===== src/rtl/lsu_mem_if_pkg.sv =====
// -----------------------------------------------------------------------------
// lsu_mem_if_pkg
//   Shared definitions for the load/store unit:
//   - lsu_size_e        : access size encoding (B/H/W/D)
//   - lsu_state_e       : request FSM state encoding
//   - CAUSE_*           : misalignment exception cause codes
//   - size_low_mask()   : address bits that must be zero for a naturally
//                         aligned access of the given size
//   - is_misaligned()   : true when the byte offset violates that alignment
// -----------------------------------------------------------------------------
package lsu_mem_if_pkg;

   typedef enum logic [1:0] {
      SZ_B = 2'd0,
      SZ_H = 2'd1,
      SZ_W = 2'd2,
      SZ_D = 2'd3
   } lsu_size_e;

   typedef enum logic [1:0] {
      ST_IDLE = 2'd0,
      ST_REQ  = 2'd1,
      ST_WAIT = 2'd2
   } lsu_state_e;

   localparam logic [3:0] CAUSE_LOAD_MISALIGNED  = 4'd4;
   localparam logic [3:0] CAUSE_STORE_MISALIGNED = 4'd6;

   // Low address bits covered by an access of this size (bytes-1).
   function automatic logic [2:0] size_low_mask(input lsu_size_e size);
      case (size)
         SZ_B:    return 3'b000;
         SZ_H:    return 3'b001;
         SZ_W:    return 3'b011;
         default: return 3'b111;
      endcase
   endfunction

   function automatic logic is_misaligned(input lsu_size_e size, input logic [2:0] off);
      return (off & size_low_mask(size)) != 3'b000;
   endfunction

endpackage


===== src/rtl/lsu_align.sv =====
// -----------------------------------------------------------------------------
// lsu_align
//   Combinational data path of the load/store unit.
//   Store side: replicates the store operand across all lanes of the bus and
//   generates byte strobes for the addressed lanes (strobes are zero for loads).
//   Load side: shifts the addressed bytes of the returned dword down to bit 0,
//   truncates to the access size and sign- or zero-extends.
// Ports
//   i_size        access size (lsu_size_e encoding)
//   i_off         byte offset within the aligned dword
//   i_unsigned    zero-extend loads
//   i_is_store    op is a store (enables strobes)
//   i_store_data  store operand (rs2)
//   i_rdata       whole aligned dword from memory
//   o_wdata       lane-replicated store data
//   o_wstrb       byte strobes
//   o_ldata       extracted and extended load result
// -----------------------------------------------------------------------------
module lsu_align
   import lsu_mem_if_pkg::*;
#(
   parameter int XLEN = 64
) (
   input  logic [1:0]        i_size,
   input  logic [2:0]        i_off,
   input  logic              i_unsigned,
   input  logic              i_is_store,
   input  logic [XLEN-1:0]   i_store_data,
   input  logic [XLEN-1:0]   i_rdata,
   output logic [XLEN-1:0]   o_wdata,
   output logic [XLEN/8-1:0] o_wstrb,
   output logic [XLEN-1:0]   o_ldata
);

   localparam int STRBW = XLEN / 8;

   lsu_size_e        w_size;
   logic [STRBW-1:0] w_mask;
   logic [XLEN-1:0]  w_shifted;
   logic             w_sext;

   assign w_size    = lsu_size_e'(i_size);
   assign w_shifted = i_rdata >> {i_off, 3'b000};
   assign w_sext    = ~i_unsigned;

   always_comb begin
      // NOTE: every output gets a default before the case so no path leaves
      // a value unassigned; otherwise synthesis infers a latch.
      o_wdata = i_store_data;
      w_mask  = '1;
      o_ldata = w_shifted;
      case (w_size)
         SZ_B: begin
            o_wdata = {(XLEN/8){i_store_data[7:0]}};
            w_mask  = STRBW'(8'h01);
            o_ldata = {{(XLEN-8){w_sext & w_shifted[7]}}, w_shifted[7:0]};
         end
         SZ_H: begin
            o_wdata = {(XLEN/16){i_store_data[15:0]}};
            w_mask  = STRBW'(8'h03);
            o_ldata = {{(XLEN-16){w_sext & w_shifted[15]}}, w_shifted[15:0]};
         end
         SZ_W: begin
            o_wdata = {(XLEN/32){i_store_data[31:0]}};
            w_mask  = STRBW'(8'h0F);
            o_ldata = {{(XLEN-32){w_sext & w_shifted[31]}}, w_shifted[31:0]};
         end
         default: ;  // SZ_D: full-width data, all strobes, no extension
      endcase
   end

   assign o_wstrb = i_is_store ? (w_mask << i_off) : '0;

endmodule


===== src/rtl/lsu_mem_if.sv =====
// -----------------------------------------------------------------------------
// lsu_mem_if
//   Load/store unit. Accepts one memory op from EX, issues it on a single-
//   outstanding req/rsp data-memory interface, and returns load results to
//   writeback as a one-cycle pulse. EX is held (ex_ready_o=0) while busy.
//   FSM: IDLE -> REQ -> WAIT -> IDLE.
// Configuration macro
//   LSU_MISALIGN_TRAP_EN : misaligned ops raise a one-cycle exception pulse
//                          instead of issuing a request. When undefined the
//                          address is aligned down to the access size and
//                          exc_* are tied to 0.
// Ports
//   clk, rst_n                      clock, async active-low reset
//   ex_valid_i / ex_ready_o         EX handshake (ready only in IDLE)
//   ex_load_i, ex_store_i           op kind (both set -> store, none -> dropped)
//   ex_size_i, ex_unsigned_i        access size, zero-extend loads
//   ex_rd_i, ex_addr_i, ex_wdata_i  destination, effective address, store data
//   mem_req_*                       request channel (fields held from registers)
//   mem_rsp_valid_i, mem_rsp_rdata_i response/ack channel
//   wb_valid_o, wb_rd_o, wb_data_o  load result pulse
//   exc_valid_o, exc_cause_o, exc_tval_o  misalignment trap pulse
// -----------------------------------------------------------------------------
module lsu_mem_if
   import lsu_mem_if_pkg::*;
#(
   parameter int XLEN = 64
) (
   input  logic              clk,
   input  logic              rst_n,
   input  logic              ex_valid_i,
   output logic              ex_ready_o,
   input  logic              ex_load_i,
   input  logic              ex_store_i,
   input  logic [1:0]        ex_size_i,
   input  logic              ex_unsigned_i,
   input  logic [4:0]        ex_rd_i,
   input  logic [XLEN-1:0]   ex_addr_i,
   input  logic [XLEN-1:0]   ex_wdata_i,
   output logic              mem_req_valid_o,
   input  logic              mem_req_ready_i,
   output logic              mem_req_we_o,
   output logic [XLEN-1:0]   mem_req_addr_o,
   output logic [XLEN-1:0]   mem_req_wdata_o,
   output logic [XLEN/8-1:0] mem_req_wstrb_o,
   input  logic              mem_rsp_valid_i,
   input  logic [XLEN-1:0]   mem_rsp_rdata_i,
   output logic              wb_valid_o,
   output logic [4:0]        wb_rd_o,
   output logic [XLEN-1:0]   wb_data_o,
   output logic              exc_valid_o,
   output logic [3:0]        exc_cause_o,
   output logic [XLEN-1:0]   exc_tval_o
);

   lsu_state_e      r_state;
   logic            r_we;
   lsu_size_e       r_size;
   logic            r_unsigned;
   logic [4:0]      r_rd;
   logic [XLEN-1:0] r_addr;
   logic [XLEN-1:0] r_wdata;
   logic            r_wb_valid;
   logic [4:0]      r_wb_rd;
   logic [XLEN-1:0] r_wb_data;

   lsu_size_e       w_size;
   logic            w_accept;
   logic [XLEN-1:0] w_ldata;

   assign w_size   = lsu_size_e'(ex_size_i);
   // Ops with neither load nor store set are consumed and dropped.
   assign w_accept = ex_valid_i & (r_state == ST_IDLE) & (ex_load_i | ex_store_i);

`ifdef LSU_MISALIGN_TRAP_EN
   logic            w_misal;
   logic            r_exc_valid;
   logic [3:0]      r_exc_cause;
   logic [XLEN-1:0] r_exc_tval;

   assign w_misal = is_misaligned(w_size, ex_addr_i[2:0]);
`else
   logic [XLEN-1:0] w_addr_aligned;

   assign w_addr_aligned = ex_addr_i & ~{{(XLEN-3){1'b0}}, size_low_mask(w_size)};
`endif

   always_ff @(posedge clk or negedge rst_n) begin
      if (!rst_n) begin
         r_state     <= ST_IDLE;
         r_we        <= 1'b0;
         r_size      <= SZ_B;
         r_unsigned  <= 1'b0;
         r_rd        <= '0;
         r_addr      <= '0;
         r_wdata     <= '0;
         r_wb_valid  <= 1'b0;
         r_wb_rd     <= '0;
         r_wb_data   <= '0;
`ifdef LSU_MISALIGN_TRAP_EN
         r_exc_valid <= 1'b0;
         r_exc_cause <= '0;
         r_exc_tval  <= '0;
`endif
      end else begin
         // NOTE: non-blocking assignments throughout, so every register samples
         // pre-edge values regardless of statement order.
         r_wb_valid  <= 1'b0;
`ifdef LSU_MISALIGN_TRAP_EN
         r_exc_valid <= 1'b0;
`endif
         case (r_state)
            ST_IDLE: begin
               if (w_accept) begin
                  r_we       <= ex_store_i;  // store wins when both are set
                  r_size     <= w_size;
                  r_unsigned <= ex_unsigned_i;
                  r_rd       <= ex_rd_i;
                  r_wdata    <= ex_wdata_i;
`ifdef LSU_MISALIGN_TRAP_EN
                  r_addr     <= ex_addr_i;
                  if (w_misal) begin
                     r_exc_valid <= 1'b1;
                     r_exc_cause <= ex_store_i ? CAUSE_STORE_MISALIGNED : CAUSE_LOAD_MISALIGNED;
                     r_exc_tval  <= ex_addr_i;
                  end else begin
                     r_state <= ST_REQ;
                  end
`else
                  r_addr     <= w_addr_aligned;
                  r_state    <= ST_REQ;
`endif
               end
            end
            ST_REQ: begin
               if (mem_req_ready_i) r_state <= ST_WAIT;
            end
            ST_WAIT: begin
               if (mem_rsp_valid_i) begin
                  r_state <= ST_IDLE;
                  if (!r_we) begin
                     r_wb_valid <= 1'b1;
                     r_wb_rd    <= r_rd;
                     r_wb_data  <= w_ldata;
                  end
               end
            end
            default: r_state <= ST_IDLE;
         endcase
      end
   end

   lsu_align #(.XLEN(XLEN)) u_align (
      .i_size       (r_size),
      .i_off        (r_addr[2:0]),
      .i_unsigned   (r_unsigned),
      .i_is_store   (r_we),
      .i_store_data (r_wdata),
      .i_rdata      (mem_rsp_rdata_i),
      .o_wdata      (mem_req_wdata_o),
      .o_wstrb      (mem_req_wstrb_o),
      .o_ldata      (w_ldata)
   );

   assign ex_ready_o      = (r_state == ST_IDLE);
   assign mem_req_valid_o = (r_state == ST_REQ);
   assign mem_req_we_o    = r_we;
   assign mem_req_addr_o  = {r_addr[XLEN-1:3], 3'b000};
   assign wb_valid_o      = r_wb_valid;
   assign wb_rd_o         = r_wb_rd;
   assign wb_data_o       = r_wb_data;

`ifdef LSU_MISALIGN_TRAP_EN
   assign exc_valid_o = r_exc_valid;
   assign exc_cause_o = r_exc_cause;
   assign exc_tval_o  = r_exc_tval;
`else
   assign exc_valid_o = 1'b0;
   assign exc_cause_o = '0;
   assign exc_tval_o  = '0;
`endif

endmodule


===== config.mk =====
export PLATFORM = sky130hd
export DESIGN_NAME = lsu_mem_if
export DESIGN_NICKNAME = d
export VERILOG_FILES = /design/src/rtl/lsu_mem_if_pkg.sv /design/src/rtl/lsu_align.sv /design/src/rtl/lsu_mem_if.sv
export SDC_FILE = /design/constraint.sdc
export NUM_CORES = 1
export LEC_CHECK = 0
export BUFFER_PORTS_ARGS = -buffer_cell sky130_fd_sc_hd__buf_2
export CORE_AREA = 2 2 190 192
export CTS_CLUSTER_DIAMETER = 120
export DETAILED_ROUTE_END_ITERATION = 6
export DIE_AREA = 0 0 192 194
export GPL_ROUTABILITY_DRIVEN = 0
export PLACE_DENSITY = 0.6
export SETUP_SLACK_MARGIN = 0.05
export SLEW_MARGIN = 20
export SYNTH_ARGS = -nofsm -noshare
export SYNTH_HDL_FRONTEND = slang
export SYNTH_SLANG_ARGS = --single-unit

===== constraint.sdc =====
create_clock -name clk -period 2.85 [get_ports clk]
set_input_delay 0.855 -clock clk [delete_from_list [all_inputs] [get_ports clk]]
set_output_delay 0.855 -clock clk [all_outputs]
set_load 0.01 [all_outputs]

==> results.md, run 1 <==
* Critical-path top delay cell: dfrtp_2
* Via count at 9488
* Clock sink total at around 210
* Worst skew pair latency at ~540 ps
* H-tree levels at 1
* Cell Count, Final, Fillers Out at between 1500 and 2000
* CP bufs+invs at 1
* GRT Residual Overflow at 0
* Die area at 37200 um2
* Placed instance count at approximately 1900
* CP top delay family: multiplexers
* Dpl hpwl at 30800 um
* CTS tree: yes
* Run status: finished, violations left
* RSZ-0062 raised after global routing: yes
* R2R Setup Slk at ~620 ps
* Setup Crit Path Kind: register to primary output
* Root buffer cell: clkbuf_16
* Most Frequent Cell on Critical Path: mux2_4
* Total iterations of the first detailed-routing run at 5
* HP Class: input port to asynchronous set/reset pin
* Top-level port count at about 490
* Leak pwr at roughly 0.0073 uW
* Remaining antenna violation count after routing at 0
* Buffers on Ports at 412
* CP peak stage delay at around 470 ps
* Total Nets Final at around 1700
* Largest net degree at the start of global routing at 80
* Failing checks: negative setup slack
* Core area at approximately 35000 um2
* PwrDens at roughly 1300 nW/um2
* Worst rel slew slack at 0.455
* WP data required at approximately 2000 ps
* Critical-path cell list: or2_4, mux2_4, mux2_4, buf_6
* Vias in the first global route at ~9500
* Final Power at between 15000 and 20000 uW
* Post-Route WL at 41200 um
* # rows at between 60 and 70
* Die extent in x at approximately 190 um
* Detailed-route wire length per cell at 21.3 um
* Mapped Area at 12000 um2
* Max Cap Viol at 0
* Initial antenna violation count at 4
* Max Clock Skew at 9.72 ps
* Clk pin slew, worst setup/hold paths at 60 ps
* FF+latch count, synth at 209
* Cell depth of the worst setup path at 4
* Layout cells sized above 1 at 0.520
* Minimum clock period at slightly below 3000 ps
* Crit path max fanout at 6
* EDFF count, synth at 0
* Max IR drop VDD at between 0.9 and 1 mV
* Crit path DAT at ~2100 ps
* Endpoints failing setup at 15
* Worst setup margin at -69.6 ps
* R2R cell count at 6
* Ys flop type: dfrtp_1
* Pin slew with the least headroom to its limit at between 800 and 900 ps
* Worst Setup Start Kind: register
* Vias per cell at ~4.9
* Final period utilization at 1.02
* Buffer depth of the longest clock path at 3
* Worst Setup End Kind: primary output
* Final Hold Fails at 0
* Initial Util at 0.340
* F_max at approximately 0.34 GHz
* Synthesized instance count at around 1100
* Cell variety after synth at 50
* Sequential element share of the synthesized area at 0.437
* Drc violations at 0
* Post-synthesis average cell area at 10.8 um2
* Global-route wire length before repair at between 50000 and 60000 um
* Synth Warn # at 0
* DRT iter0 DRCs at ~580
* Total global-route track usage at 0.210
* Fin. max-slew vios at 0
* Ys async rst share at 1.00
* Synth-to-layout area growth at 28.7%
* Cts bufs inserted at 26
* Die Y at between 150 and 200 um
## report_power, final
| part | internal (uW) | switching, uW | leakage (uW) |
|---|---|---|---|
| registers | 4480 | 1210 | 0.00246 |
| logic | 5100 | 5390 | 0.00433 |
| clock network | 2330 | 1370 | 0.000462 |
## cell usage in the layout (no fill, tap or decap), types with 6 or more instances in the layout
cell type and instances:
nand2b_1 12, a21oi_1 84, buf_12 17, dfrtp_1 204, conb_1 72, o21ai_0 22
mux2_4 23, buf_4 28, nand3_1 9, mux2_2 158, bufinv_16 6, clkbuf_16 28
nor2b_1 16, mux4_2 12, inv_1 6, o22a_1 7, buf_6 28, a211oi_1 15
nand2_1 62, buf_2 388, a31oi_1 16, mux2i_1 64, nor2_1 83, a21oi_2 23
## logic make-up after synthesis
| family | Yosys count | share of synthesized area |
|---|---|---|
| flip-flops | 209 | 0.437 |
| AND/OR/NAND/NOR | 202 | 0.0771 |
| other | 1 | 0.000313 |
| multiplexers | 258 | 0.247 |
| AO/OA/AOI/OAI | 206 | 0.111 |
| buffers and inverters | 228 | 0.128 |
## sequential cells by signal, indices dropped and copies added, names as in the netlist
name	cells
r_addr	64
r_wdata	64
wb_data_o	64
r_rd	5
wb_rd_o	5
r_size	2
r_state	2
mem_req_we_o	1
r_unsigned	1
wb_valid_o	1
## routing by layer
metal / vias up / track usage / wire, um
li1: 4349 / - / -
met2: 449 / 0.391 / 21700
met3: 73 / 0.0538 / 3510
met5: - / 0 / 44
met4: 6 / 0.0662 / 1550
met1: 4611 / 0.230 / 14400
## through the flow
| step | setup slack [ps] | hold slack, ps | utilization | instance area (um2) | setup TNS [ps] |
|---|---|---|---|---|---|
| 3_5_place_dp | 161 | 458 | 0.393 | 13800 | 0 |
| 2_1_floorplan | 362 | 433 | - | 12200 | 0 |
| 5_1_grt | -109 | 197 | 0.437 | 15400 | -1510 |
| 6_report | -69.6 | 208 | 0.437 | 15400 | -734 |
| 4_1_cts | -78.5 | 197 | 0.426 | 15000 | -493 |
| 3_3_place_gp | 79.4 | 444 | 0.393 | 13800 | 0 |
## cells in the mapped netlist, types with 6 or more instances
cell,instances,share of area
mux2_2,180,0.17
buf_2,28,0.012
nor2b_1,19,0.0099
a211oi_1,20,0.013
nand2b_1,12,0.0063
o21ai_0,27,0.011
clkbuf_1,28,0.0088
o22a_1,7,0.0051
mux4_2,12,0.023
buf_4,148,0.093
a31oi_1,16,0.0084
buf_6,8,0.0075
nor2_1,83,0.026
dfrtp_1,209,0.44
a21oi_2,20,0.015
nand3_1,9,0.0038
buf_1,6,0.0019
a21oi_1,87,0.036
mux2i_1,65,0.054
inv_1,6,0.0019
nand2_1,63,0.020
## worst paths after layout
check	startpoint	to
worst max-delay path	r_size[0]	mem_req_wdata_o[42]
worst min-delay path	rst_n	wb_data_o[35]
worst max register to register	r_addr[1]	wb_data_o[62]
worst min register to register	r_rd[0]	wb_rd_o[0]
max in group asynchronous	rst_n	r_wdata[28]
min in group clk	r_rd[0]	wb_rd_o[0]
## layout make-up
type | count | area, um2
Tap cell | 461 | 577
Sequential cell | 209 | 5240
Clock inverter | 14 | 246
Antenna cell | 1 | 2.50
Multi-Input combinational cell | 739 | 5690
Inverter | 8 | 30.0
Fill cell | 3446 | 19800
Clock buffer | 33 | 717
Timing Repair Buffer | 465 | 2910
## repair_timing
item / in CTS / in global routing
resized for setup: 37 / 67
pin swaps: 2 / 6
cloned: 1 / 3
endpoints found under the setup margin: 49 / 26
hold buffers: 0 / 0
setup buffers: 2 / 12
No activity file was read; power rests on OpenSTA's default activity.
==> inputs of run 2 (changes only) <==
--- a/config.mk
+++ b/config.mk
@@ -11,6 +11,7 @@
 export DETAILED_ROUTE_END_ITERATION = 6
 export DIE_AREA = 0 0 192 194
 export GPL_ROUTABILITY_DRIVEN = 0
+export GPL_TIMING_DRIVEN = 1
 export PLACE_DENSITY = 0.6
 export SETUP_SLACK_MARGIN = 0.05
 export SLEW_MARGIN = 20
==> constraint.sdc (replaced) <==
create_clock -name clk -period 2.85 [get_ports clk]
set_input_delay 0.855 -clock clk [delete_from_list [all_inputs] [get_ports clk]]
set_output_delay 0.855 -clock clk [all_outputs]
set_load 0.02 [all_outputs]
==> run 2 against run 1 <==
The flow still finishes with violations (negative setup slack). Critical path depth unchanged. Die area unchanged. Global-route usage increased by 0.35 points. Register-to-register slack got worse by 20 ps. Count of clock-buffer cells in the layout unchanged. Cell count fell by 0.41%. First-iteration DRC count is 27% lower. Clock power shrank 18%. Critical endpoint unchanged. Highest routed layer unchanged.
==> results.md, run 2 (synthesis results as in run 1) <==
* FILL cells at 3448 (was 3446)
* Synth-to-layout area growth at 26.6% (was 28.7%)
* Reg2Reg Launch Point: r_addr[1] (unchanged)
* CTS Hold Buffers Added at 0 (unchanged)
* CTS tree: yes (unchanged)
* Buffers on Ports at 412 (unchanged)
* Hold slack at 278 ps (was 208 ps)
* Max Clock Skew at 17.3 ps (was 9.72 ps)
* R2R Setup Slk at 600 ps (was 620 ps)
* H-tree levels at 1 (unchanged)
* GRT Residual Overflow at 0 (unchanged)
* # rows at 69 (unchanged)
* Met3 wire length at 3320 um (was 3510 um)
* Top sig layer: met5 (unchanged)
* Placed Instance Area at 13900 um2 (was 13800 um2)
* Largest net degree at the start of global routing at 81 (was 80)
* Root buffer cell: clkbuf_16 (unchanged)
* Minimum clock period at 2900 ps (was 2920 ps)
* Crit path DAT at 2040 ps (was 2060 ps)
* Final Hold Fails at 0 (unchanged)
* Leak pwr at 0.00715 uW (was 0.00725 uW)
* Worst Setup Start Kind: register (unchanged)
* Number of diodes at 0 (was 1)
* Failing checks: negative setup slack (unchanged)
* Cts bufs inserted at 25 (was 26)
* Pin slew with the least headroom to its limit at 818 ps (was 816 ps)
* Most frequent cells in the layout: 390 x buf_2, 204 x dfrtp_1, 157 x mux2_2 (was 388 x buf_2, 204 x dfrtp_1, 158 x mux2_2)
* Worst Setup End Kind: primary output (unchanged)
* Max IR drop VDD at 0.859 mV (was 0.921 mV)
* Clk pin slew, worst setup/hold paths at 60 ps (about the same)
* Initial Util at 0.340 (unchanged)
* Global-route wire length before repair at 60100 um (was 59100 um)
* Total Nets Final at 1652 (was 1656)
* PwrDens at 1360 nW/um2 (was 1290 nW/um2)
* Final Util at 0.430 (was 0.437)
* Total iterations of the first detailed-routing run at 5 (unchanged)
* Vias per cell at 4.93 (was 4.92)
* Drc violations at 0 (unchanged)
* Total global-route track usage at 0.213 (was 0.210)
* Post-Route M1 WL at 14900 um (was 14400 um)
* Max Cap Viol at 0 (unchanged)
* Setup TNS at -370 ps (was -734 ps)
* Die Y at 194 um (unchanged)
* Crit path max fanout at 5 (was 6)
* Buffer depth of the longest clock path at 3 (unchanged)
* WP data required at 2000 ps (about the same)
* Clock sink total at 209 (unchanged)
* Remaining antenna violation count after routing at 0 (unchanged)
* Die extent in x at 192 um (unchanged)
* Met2 WL post-DR at 21800 um (was 21700 um)
* DRT iter0 DRCs at 417 (was 575)
* Setup Crit Path Kind: register to primary output (unchanged)
* Layout cells sized above 1 at 0.515 (was 0.520)
* Most common cell after layout, fill and taps aside: buf_2 (unchanged)
* R2R cell count at 6 (unchanged)
* Die area at 37200 um2 (unchanged)
* Fin. max-slew vios at 0 (unchanged)
* Worst setup margin at -49.0 ps (was -69.6 ps)
* Core area at 35200 um2 (unchanged)
* HP Class: input port to asynchronous set/reset pin (unchanged)
* Crit Reg-Reg Endpoint: wb_data_o[54] (was wb_data_o[62])
* Initial antenna violation count at 5 (was 4)
* Post-Route WL at 41400 um (was 41200 um)
* F_max at 0.345 GHz (was 0.343 GHz)
* Vias in the first global route at 9453 (was 9474)
* Top-level port count at 485 (unchanged)
* Post-route cell area at 15200 um2 (was 15400 um2)
* RSZ-0062 raised after global routing: yes (unchanged)
* Worst skew pair latency at 540 ps (about the same)
* Via count at 9473 (was 9488)
* Endpoints failing setup at 9 (was 15)
* Run status: finished, violations left (unchanged)
* Final period utilization at 1.02 (about the same)
* Worst rel slew slack at 0.453 (was 0.455)
* Detailed-route wire length per cell at 21.5 um (was 21.3 um)
* Dpl hpwl at 30800 um (about the same)
run 2: worst max-delay path: stages (launching register included):
cell     delay [ps]
dfrtp_2         450
or2_4           330
mux2_4          320
mux2_4          270
buf_6           130
run 2: per-stage QoR:
stage | power, uW | instances | setup slack (ps)
2_1_floorplan | 13300 | 1175 | 153
5_1_grt | 21700 | 1922 | -105
3_3_place_gp | 16400 | 1864 | 54.1
6_report | 20500 | 1922 | -49.0
4_1_cts | 20300 | 1920 | -105
3_5_place_dp | 16500 | 1864 | 111
run 2: worst max-delay path by stage:
stage	start	end	slack, ps
2_1_floorplan	r_addr[1]	mem_req_wstrb_o[7]	150
3_3_place_gp	r_size[0]	mem_req_wdata_o[58]	50
3_5_place_dp	r_size[0]	mem_req_wdata_o[58]	110
4_1_cts	r_size[0]	mem_req_wdata_o[42]	-100
5_1_grt	r_size[1]	mem_req_wdata_o[42]	-100
6_report	r_size[1]	mem_req_wdata_o[42]	-50
run 2: report_power, final:
part	total [uW]	internal (uW)	switching (uW)	leakage, uW
sequential	5690	4480	1210	0.00246
combinational	11800	5040	6790	0.00432
clock	3020	1710	1310	0.000370
run 2: cell type report:
cell class                 instances  area [um2]  area share
timing repair buffer             462        2870       0.189
tap                              461         577      0.0381
clock buffer                      33         696      0.0459
inverter                           8        30.0     0.00198
sequential                       209        5240       0.346
clock inverter                    10        61.3     0.00405
multi-input combinational        739        5680       0.375
run 2: what timing repair did:
action | 4_1_cts | 5_1_grt
setup buffers | 10 | 0
setup endpoints to repair | 52 | 26
pin swaps | 3 | 3
gates resized for setup | 61 | 44
cloned | 3 | 2
run 2: routing by layer:
metal / global-route usage / vias up
li1: - / 4339
met1: 0.240 / 4626
met4: 0.0619 / 8
met5: 0 / -
met2: 0.394 / 437
met3: 0.0510 / 63
==> inputs of run 3 (changes only) <==
--- a/config.mk
+++ b/config.mk
@@ -6,14 +6,16 @@
 export NUM_CORES = 1
 export LEC_CHECK = 0
 export BUFFER_PORTS_ARGS = -buffer_cell sky130_fd_sc_hd__buf_2
-export CORE_AREA = 2 2 190 192
+export CORE_ASPECT_RATIO = 0.5
+export CORE_MARGIN = 2
+export CORE_UTILIZATION = 35
 export CTS_CLUSTER_DIAMETER = 120
 export DETAILED_ROUTE_END_ITERATION = 6
-export DIE_AREA = 0 0 192 194
 export GPL_ROUTABILITY_DRIVEN = 0
 export GPL_TIMING_DRIVEN = 1
-export PLACE_DENSITY = 0.6
+export PLACE_DENSITY = 0.61
 export SETUP_SLACK_MARGIN = 0.05
+export SKIP_CTS_REPAIR_TIMING = 1
 export SLEW_MARGIN = 20
 export SYNTH_ARGS = -nofsm -noshare
 export SYNTH_HDL_FRONTEND = slang
==> run 3 against run 2 <==
Combinational power barely moved. Critical path depth rose by 1. Maximum frequency fell by 0.77%. Critical path type unchanged. Cell count fell by 1.3%. Count of clock-buffer cells in the layout rose by 1. Clock power rose by 4%. The flow still finishes with violations (negative setup slack). Flip-flop and latch count did not move.
==> results.md, run 3 (synthesis results as in run 1) <==
* Worst rel slew slack at 0.460 (was 0.453)
* Cts bufs inserted at 23 (was 25)
* Most common cell after layout, fill and taps aside: buf_2 (unchanged)
* Crit path max fanout at 3 (was 5)
* Final period utilization at 1.03 (was 1.02)
* Worst setup margin at -71.6 ps (was -49.0 ps)
* Failing checks: negative setup slack (unchanged)
* Clock sink total at 209 (unchanged)
* Fin. max-slew vios at 0 (unchanged)
* DRT iter0 DRCs at 396 (was 417)
* Vias per cell at 4.87 (was 4.93)
* Layout cells sized above 1 at 0.509 (was 0.515)
* Buffer depth of the longest clock path at 3 (unchanged)
* Initial Util at 0.359 (was 0.340)
* Placed instance count at 1837 (was 1864)
* Endpoints failing setup at 8 (was 9)
* Vias in the first global route at 8836 (was 9453)
* R2R cell count at 8 (was 6)
* Global-route wire length before repair at 53800 um (was 60100 um)
* Final Util at 0.451 (was 0.430)
* Leak pwr at 0.00707 uW (was 0.00715 uW)
* PwrDens at 1350 nW/um2 (was 1360 nW/um2)
* Drc violations at 0 (unchanged)
* Cell Count, Final, Fillers Out at 1897 (was 1922)
* Setup Crit Path Kind: register to primary output (unchanged)
* Worst Setup End Kind: primary output (unchanged)
* H-tree levels at 1 (unchanged)
* Most frequent cells in the layout: 389 x buf_2, 203 x dfrtp_1, 168 x mux2_2 (was 390 x buf_2, 204 x dfrtp_1, 157 x mux2_2)
* GRT Residual Overflow at 0 (unchanged)
* Die area at 35800 um2 (was 37200 um2)
* Final Hold Fails at 0 (unchanged)
* Clk pin slew, worst setup/hold paths at 60 ps (about the same)
* Remaining antenna violation count after routing at 0 (unchanged)
* Max Clock Skew at 22.8 ps (was 17.3 ps)
* Setup TNS at -486 ps (was -370 ps)
* Run status: finished, violations left (unchanged)
* Die extent in x at 266 um (was 192 um)
* Dpl hpwl at 27500 um (was 30800 um)
* Minimum clock period at 2920 ps (was 2900 ps)
* Total Nets Final at 1646 (was 1652)
* Root buffer cell: clkbuf_16 (unchanged)
* Buffers on Ports at 412 (unchanged)
* Pin slew with the least headroom to its limit at 806 ps (was 818 ps)
* Initial antenna violation count at 3 (was 5)
* Core area at 33300 um2 (was 35200 um2)
* CTS tree: yes (unchanged)
* Max IR drop VDD at 0.749 mV (was 0.859 mV)
* Top-level port count at 485 (unchanged)
* Worst skew pair latency at 530 ps (was 540 ps)
* F_max at 0.342 GHz (was 0.345 GHz)
* Largest net degree at the start of global routing at 91 (was 81)
* HP Class: input port to asynchronous set/reset pin (unchanged)
* Total iterations of the first detailed-routing run at 4 (was 5)
* Total global-route track usage at 0.196 (was 0.213)
* Worst Setup Start Kind: register (unchanged)
* Via count at 9230 (was 9473)
* WP data required at 2000 ps (about the same)
* Max Cap Viol at 0 (unchanged)
* Synth-to-layout area growth at 25.6% (was 26.6%)
* Crit path DAT at 2070 ps (was 2040 ps)
* # rows at 47 (was 69)
* Die Y at 135 um (was 194 um)
* RSZ-0062 raised after global routing: yes (unchanged)
* Detailed-route wire length per cell at 20.2 um (was 21.5 um)
* Post-Route WL at 38300 um (was 41400 um)
[run 3: cell type report]
| type | instances | area [um2] |
|---|---|---|
| Multi-Input combinational cell | 738 | 5590 |
| Inverter | 8 | 30.0 |
| Timing Repair Buffer | 459 | 2840 |
| Fill cell | 3232 | 18300 |
| Sequential cell | 209 | 5240 |
| Tap cell | 441 | 552 |
| Antenna cell | 3 | 7.51 |
| Clock buffer | 34 | 697 |
| Clock inverter | 5 | 78.8 |
[run 3: final timing paths]
check                      slack, ps                   to      start
setup / recovery                 -70  mem_req_wdata_o[43]  r_size[0]
hold / removal                   260        wb_data_o[40]      rst_n
setup reg to reg                 580        wb_data_o[62]  r_addr[1]
hold reg to reg                  440           wb_rd_o[4]    r_rd[4]
max in group asynchronous       1900           r_addr[23]      rst_n
min in group clk                 440           wb_rd_o[4]    r_rd[4]
[run 3: per-layer routing]
metal / track usage / vias up / part of all wire
met2: 0.351 / 286 / 0.52
met4: 0.0618 / 0 / 0.024
met3: 0.0374 / 65 / 0.050
met1: 0.241 / 4557 / 0.41
li1: - / 4322 / -
met5: 0 / - / 0
[run 3: critical path, cell delays in order, from the launching register on]
cell and delay, ps:
dfrtp_2 430, or2_4 290, buf_6 140, mux2_2 290, mux2_4 270, buf_6 130
[run 3: stage by stage]
step                cell area [um2]  setup WS (ps)  hold WS, ps  total power (uW)
global route                  15000           -132          266             21300
floorplan                     12200            153          433             13300
CTS                           14500           -344          244             19300
finish                        15000          -71.6          258             20200
detailed placement            13800            220          445             16100
global placement              13800            248          442             16000
[run 3: where the power goes]
| part | internal, uW | leakage, uW | switching, uW |
|---|---|---|---|
| Combinational | 4930 | 0.00423 | 6650 |
| Clock | 1860 | 0.000385 | 1270 |
| Sequential | 4480 | 0.00246 | 1060 |
